## src/rtl/vx_cluster_ctrl.sv

```systemverilog
// vx_cluster_ctrl: cluster-level control for NUM_SOCKETS sockets.
//   - Forwards base-range DCR writes to the sockets enabled in socket_mask,
//     through DCR_STAGES register stages (0 = combinational path).
//   - Aggregates per-socket busy into a debounced cluster busy.
//   - Runs the host quiesce handshake (halt sockets, wait for drain, ack).
// Ports:
//   clk, reset                 clock, asynchronous active-high reset
//   dcr_wr_valid/addr/data     cluster DCR write input
//   sock_dcr_valid/addr/data   per-socket strobe vector, shared addr/data
//   socket_mask                current socket enable mask
//   per_socket_busy, busy      raw socket busy in, debounced busy out
//   quiesce_req                host level request to halt and drain
//   socket_halt, quiesce_ack   per-socket halt, cluster halted-and-idle
module vx_cluster_ctrl #(
  parameter int unsigned NUM_SOCKETS = 4,
  parameter int unsigned DCR_ADDR_W  = 12,
  parameter int unsigned DCR_DATA_W  = 32,
  parameter logic [DCR_ADDR_W-1:0] BASE_BEGIN = DCR_ADDR_W'('h001),
  parameter logic [DCR_ADDR_W-1:0] BASE_END   = DCR_ADDR_W'('h020),
  parameter logic [DCR_ADDR_W-1:0] MASK_ADDR  = DCR_ADDR_W'('h0FF),
  parameter int unsigned DCR_STAGES  = 1,
  parameter int unsigned IDLE_CYCLES = 4
) (
  input  logic                   clk,
  input  logic                   reset,
  input  logic                   dcr_wr_valid,
  input  logic [DCR_ADDR_W-1:0]  dcr_wr_addr,
  input  logic [DCR_DATA_W-1:0]  dcr_wr_data,
  output logic [NUM_SOCKETS-1:0] sock_dcr_valid,
  output logic [DCR_ADDR_W-1:0]  sock_dcr_addr,
  output logic [DCR_DATA_W-1:0]  sock_dcr_data,
  output logic [NUM_SOCKETS-1:0] socket_mask,
  input  logic [NUM_SOCKETS-1:0] per_socket_busy,
  output logic                   busy,
  input  logic                   quiesce_req,
  output logic [NUM_SOCKETS-1:0] socket_halt,
  output logic                   quiesce_ack
);

  localparam int unsigned CNT_W = 8;
  localparam logic [CNT_W-1:0] IDLE_MAX = CNT_W'(IDLE_CYCLES);

  typedef enum logic [1:0] {
    ST_IDLE = 2'd0,
    ST_HALT = 2'd1,
    ST_DONE = 2'd2
  } state_e;

  logic                   mask_wr_c;
  logic                   fwd_c;
  logic                   pipe_occ_c;
  logic                   pending_c;

  logic [NUM_SOCKETS-1:0] socket_mask_q, socket_mask_d;
  logic [CNT_W-1:0]       idle_cnt_q, idle_cnt_d;
  logic                   busy_q, busy_d;
  state_e                 state_q, state_d;
  logic [NUM_SOCKETS-1:0] halt_q, halt_d;
  logic                   ack_q, ack_d;

  // DCR decode; the mask register wins over an overlapping base range
  always_comb begin
    mask_wr_c = dcr_wr_valid && (dcr_wr_addr == MASK_ADDR);
    fwd_c     = dcr_wr_valid && !mask_wr_c &&
                (dcr_wr_addr >= BASE_BEGIN) && (dcr_wr_addr < BASE_END);
  end

  // Socket enable mask
  always_comb begin
    socket_mask_d = socket_mask_q;
    if (mask_wr_c) socket_mask_d = NUM_SOCKETS'(dcr_wr_data);
  end

  always_ff @(posedge clk or posedge reset) begin
    if (reset) socket_mask_q <= '1;
    else       socket_mask_q <= socket_mask_d;
  end

  // Forwarding path. occ tracks accepted writes even when the mask is zero,
  // so a consumed-but-strobeless write still holds off the quiesce ack.
  if (DCR_STAGES == 0) begin : g_comb
    assign sock_dcr_valid = fwd_c ? socket_mask_q : '0;
    assign sock_dcr_addr  = dcr_wr_addr;
    assign sock_dcr_data  = dcr_wr_data;
    assign pipe_occ_c     = 1'b0;
  end else begin : g_pipe
    logic [NUM_SOCKETS-1:0] vld_q  [DCR_STAGES];
    logic [NUM_SOCKETS-1:0] vld_d  [DCR_STAGES];
    logic [DCR_ADDR_W-1:0]  addr_q [DCR_STAGES];
    logic [DCR_ADDR_W-1:0]  addr_d [DCR_STAGES];
    logic [DCR_DATA_W-1:0]  data_q [DCR_STAGES];
    logic [DCR_DATA_W-1:0]  data_d [DCR_STAGES];
    logic [DCR_STAGES-1:0]  occ_q, occ_d;

    always_comb begin
      vld_d[0]  = fwd_c ? socket_mask_q : '0;
      addr_d[0] = dcr_wr_addr;
      data_d[0] = dcr_wr_data;
      occ_d     = '0;
      occ_d[0]  = fwd_c;
      for (int i = 1; i < int'(DCR_STAGES); i++) begin
        vld_d[i]  = vld_q[i-1];
        addr_d[i] = addr_q[i-1];
        data_d[i] = data_q[i-1];
        occ_d[i]  = occ_q[i-1];
      end
    end

    always_ff @(posedge clk or posedge reset) begin
      if (reset) begin
        vld_q  <= '{default: '0};
        addr_q <= '{default: '0};
        data_q <= '{default: '0};
        occ_q  <= '0;
      end else begin
        vld_q  <= vld_d;
        addr_q <= addr_d;
        data_q <= data_d;
        occ_q  <= occ_d;
      end
    end

    assign sock_dcr_valid = vld_q[DCR_STAGES-1];
    assign sock_dcr_addr  = addr_q[DCR_STAGES-1];
    assign sock_dcr_data  = data_q[DCR_STAGES-1];
    assign pipe_occ_c     = |occ_q;
  end

  assign pending_c = fwd_c | pipe_occ_c;

  // Busy debounce: rise immediately, fall after IDLE_CYCLES idle cycles
  always_comb begin
    idle_cnt_d = idle_cnt_q;
    busy_d     = busy_q;
    if (|per_socket_busy) begin
      busy_d     = 1'b1;
      idle_cnt_d = '0;
    end else if (idle_cnt_q < IDLE_MAX) begin
      idle_cnt_d = idle_cnt_q + CNT_W'(1);
      if (idle_cnt_d == IDLE_MAX) busy_d = 1'b0;
    end
  end

  always_ff @(posedge clk or posedge reset) begin
    if (reset) begin
      idle_cnt_q <= '0;
      busy_q     <= 1'b0;
    end else begin
      idle_cnt_q <= idle_cnt_d;
      busy_q     <= busy_d;
    end
  end

  // Quiesce FSM; halt/ack registered from the next state so they track it
  always_comb begin
    state_d = state_q;
    halt_d  = '0;
    ack_d   = 1'b0;
    case (state_q)
      ST_IDLE: if (quiesce_req) state_d = ST_HALT;
      ST_HALT: begin
        if (!quiesce_req)                 state_d = ST_IDLE;
        else if (!busy_q && !pending_c)   state_d = ST_DONE;
      end
      ST_DONE: if (!quiesce_req) state_d = ST_IDLE;
      default: state_d = ST_IDLE;
    endcase
    if (state_d != ST_IDLE) halt_d = socket_mask_d;
    ack_d = (state_d == ST_DONE);
  end

  always_ff @(posedge clk or posedge reset) begin
    if (reset) begin
      state_q <= ST_IDLE;
      halt_q  <= '0;
      ack_q   <= 1'b0;
    end else begin
      state_q <= state_d;
      halt_q  <= halt_d;
      ack_q   <= ack_d;
    end
  end

  assign socket_mask = socket_mask_q;
  assign busy        = busy_q;
  assign socket_halt = halt_q;
  assign quiesce_ack = ack_q;

endmodule

```

## config.mk

```make
export PLATFORM = sky130hd
export DESIGN_NAME = vx_cluster_ctrl
export DESIGN_NICKNAME = d
export VERILOG_FILES = /design/src/rtl/vx_cluster_ctrl.sv
export SDC_FILE = /design/constraint.sdc
export NUM_CORES = 1
export LEC_CHECK = 0
export ABC_AREA = 0
export CAP_MARGIN = 25
export CORE_UTILIZATION = 35
export CTS_BUF_LIST = sky130_fd_sc_hd__clkbuf_16
export DETAILED_ROUTE_END_ITERATION = 12
export PLACE_DENSITY = 0.81
export SLEW_MARGIN = 20
export SYNTH_ARGS = -nofsm -noshare
export SYNTH_HDL_FRONTEND = slang
export SYNTH_SLANG_ARGS = --single-unit
```

## constraint.sdc

```tcl
create_clock -name clk -period 2.1 [get_ports clk]
set_input_delay 0.42 -clock clk [delete_from_list [all_inputs] [get_ports clk]]
set_output_delay 0.42 -clock clk [all_outputs]
set_load 0.05 [all_outputs]
```

==> flow_summary.yaml <==
setup_path:
  setup.worst_path.start_class: "flop"
  slowest_stage: "sky130_fd_sc_hd__clkdlybuf4s50_1"
  crit_buf_inv: 1
  critPathCaptureType: "primary output"
  startpoint: "busy$_DFFE_PP0P_"
  r2r-end: "idle_cnt_q[1]$_DFFE_PP0P_"
  worst_ep_arrival_time_ns: 1.53
  rr_startpoint: "idle_cnt_q[4]$_DFFE_PP0P_"
  timing.critical_path.depth: 1
  setup.reg_to_reg.worst_slack_ns: 0.72
  r2r.worst_path.cells: 3
  critPathCapture: "busy"
  crit_chain: "clkdlybuf4s50_1"
  critical_path.max_stage_delay_ns: 0.83
  cp_max_fo: 3
  cpLargestDelayFamily: "buffers and inverters"
  cp.required_ns: 1.68
  critPathKind: "flop to primary output"
flow_run:
  maxCapViolCount: 0
sta:
  holdWs_ns: 0.422
  worstMarginPinSlew_ns: 0.551
  grt_setup_unrepaired: "false"
  slew-limit-headroom: 0.629
  fmax_mhz: 512
  slew_viol_final: 0
  finClkSkew_ns: 0.00665
  hold_violations: 0
  setup_viol_count_final: 0
  finalCritPeriodShare: 0.930
  min_period_ns: 1.95
  setup-tns-final_ns: 0
worst_hold_path:
  hold_path_class: "primary input to asynchronous set/reset pin"
global_routing:
  grt_antenna_before_repair: 0
  global_route.usage.total: 0.180
  gr-total-overflow: 0
  number_of_global_route_vias_before_repair: 1670
  grt_start_max_net_pins: 44
  grt_pass1_wl_mm: 8.21
floorplan:
  die_area_um2: 6420
  io-pin-count: 110
  floorplan.rows: 28
  coreArea_um2: 5890
  die_height_um: 80.1
  start_util: 0.363
  width_of_the_die_um: 80.1
layout:
  nNetsFinal: 312
  drive_gt1_frac: 0.141
  syn2layout_area_growth_pct: 71.4
  antenna_cells_inserted: 0
  nFillCells: 472
routing:
  drt.antenna.violating_nets: 0
  detail_route.vias_per_cell: 4.43
  routed_wire_length_per_instance_um: 15.2
  detail_route.first_pass.iterations: 4
  routed-via-count: 1499
  dr.first_iter.drc_count: 24
  drc: 0
  finalWirelength_mm: 5.14
place:
  io_buffer_count: 109
  place.gp.congestion: 0.751
  dp.final_hpwl_mm: 3.83
synthesis:
  sequential_element_share_of_the_synthesized_area: 0.811
  syn-instance-count: 128
  yosysWarnings: 0
  ys_types: 25
  syn-cell-area_um2: 2130
  register_bit_count_reported_by_yosys: 69
  syn_nets: 181
  post_synth.cell_area_avg_um2: 16.7
clock_network:
  tritoncts: "done"
  clock_latency_reported_for_the_late_side_of_the_worst_skew_pair_ns: 0.32
  clock-sinks: 69
  cts-hold-fix-buffers: 0
  ctsResizeCount: 0
  cts_max_path_buffers: 2
  cts_setup_buffers: 0
  tritoncts.num_buffers: 9
  clock_tree.root_cell: "sky130_fd_sc_hd__clkbuf_16"
  cts_htree_levels: 3
  clkSlewWorstSetupHoldPaths_ns: 0.05
power_and_ir_drop:
  power.density_cell_area_nw_per_um2: 837
  vdd_drop_max_mv: 0.560
  power.static_leakage_nw: 1.61
outcome:
  run_status: "completed"
## cells in the mapped netlist
cell,n,share of area
sky130_fd_sc_hd__ha_1,1,0.0059
sky130_fd_sc_hd__a21oi_1,4,0.0094
sky130_fd_sc_hd__dfstp_2,4,0.049
sky130_fd_sc_hd__o211ai_1,1,0.0035
sky130_fd_sc_hd__nand4_1,2,0.0059
sky130_fd_sc_hd__o31ai_1,2,0.0070
sky130_fd_sc_hd__nand3_1,2,0.0047
sky130_fd_sc_hd__mux2i_1,4,0.019
sky130_fd_sc_hd__nor4_4,1,0.010
sky130_fd_sc_hd__nor3b_1,1,0.0035
sky130_fd_sc_hd__and2_1,9,0.026
sky130_fd_sc_hd__nor4b_1,1,0.0041
sky130_fd_sc_hd__or4_1,3,0.011
sky130_fd_sc_hd__inv_1,3,0.0053
sky130_fd_sc_hd__mux2_2,4,0.021
sky130_fd_sc_hd__nor2_1,1,0.0018
sky130_fd_sc_hd__nand2b_1,1,0.0029
sky130_fd_sc_hd__or4b_4,1,0.0064
sky130_fd_sc_hd__nor4_1,3,0.0088
sky130_fd_sc_hd__nand3b_1,1,0.0035
sky130_fd_sc_hd__dfrtp_1,65,0.76
sky130_fd_sc_hd__a21boi_1,1,0.0035
sky130_fd_sc_hd__o21ai_0,2,0.0047
sky130_fd_sc_hd__nand2_1,10,0.018
sky130_fd_sc_hd__a21o_1,1,0.0035
## layout by cell type (no fill, tap or decap), drive strengths merged, types with 5 or more instances in the layout
master	n
clkdlybuf4s50	105
clkbuf	9
inv	5
buf	15
and2	9
nand2	10
dfrtp	65
## registers in the layout, summed over array words and instances (netlist names)
name	count
idle_cnt_q	8
sock_dcr_addr	12
sock_dcr_data	32
busy	1
state_q	2
socket_mask	4
quiesce_ack	1
g_pipe.occ_q	1
socket_halt	4
sock_dcr_valid	4
## metrics by stage
stage | cells | instance area (um2) | setup WS [ns] | util | power, W
final | 338 | 3660 | 0.148 | 0.622 | 0.00306
after global routing | 338 | 3660 | 0.0968 | 0.622 | 0.00317
after CTS | 338 | 3660 | 0.124 | 0.622 | 0.00310
after detailed placement | 323 | 3410 | -0.103 | 0.579 | 0.00183
after global placement | 323 | 3410 | -0.0560 | 0.579 | 0.00182
after floorplan | 128 | 2140 | 0.286 | - | 0.00160
## kinds of logic after synthesis
group,Yosys count,synth area share
buf+inv,3,0.00528
flops,69,0.811
compound gates,11,0.0317
mux,8,0.0399
fa+ha+maj,1,0.00586
simple gates,36,0.106
## cell type report
| class | instances | area, um2 | area share |
|---|---|---|---|
| Sequential cell | 69 | 1730 | 0.473 |
| Timing Repair Buffer | 120 | 1180 | 0.321 |
| Multi-Input combinational cell | 56 | 392 | 0.107 |
| Clock buffer | 9 | 225 | 0.0616 |
| Tap cell | 75 | 93.8 | 0.0256 |
| Clock inverter | 6 | 25.0 | 0.00684 |
| Inverter | 3 | 15.0 | 0.00410 |
## worst min path at each step
stage                                   start                         end  slack (ns)  cells after the start
floorplan                      dcr_wr_addr[0]  sock_dcr_addr[0]$_DFF_PP0_        0.45                      0
detailed placement  idle_cnt_q[5]$_DFFE_PP0P_   idle_cnt_q[5]$_DFFE_PP0P_        0.49                      1
CTS                                     reset  sock_dcr_data[8]$_DFF_PP0_        0.43                      2
finish                                  reset  sock_dcr_data[8]$_DFF_PP0_        0.42                      2
global route                            reset  sock_dcr_data[8]$_DFF_PP0_        0.45                      2
global placement    idle_cnt_q[3]$_DFFE_PP0P_   idle_cnt_q[3]$_DFFE_PP0P_        0.49                      1
## per-layer routing
metal  track usage  part of all wire
met4        0.0696            0.0093
met2         0.332              0.54
met3        0.0591             0.063
met1         0.187              0.39
met5             0                 0
## where the power goes
| part | total [W] | switching [W] | internal [W] |
|---|---|---|---|
| Clock | 0.00126 | 0.000492 | 0.000768 |
| Sequential | 0.00139 | 0.0000139 | 0.00138 |
| Combinational | 0.000412 | 0.000237 | 0.000174 |
No activity file was read; power rests on OpenSTA's default activity.
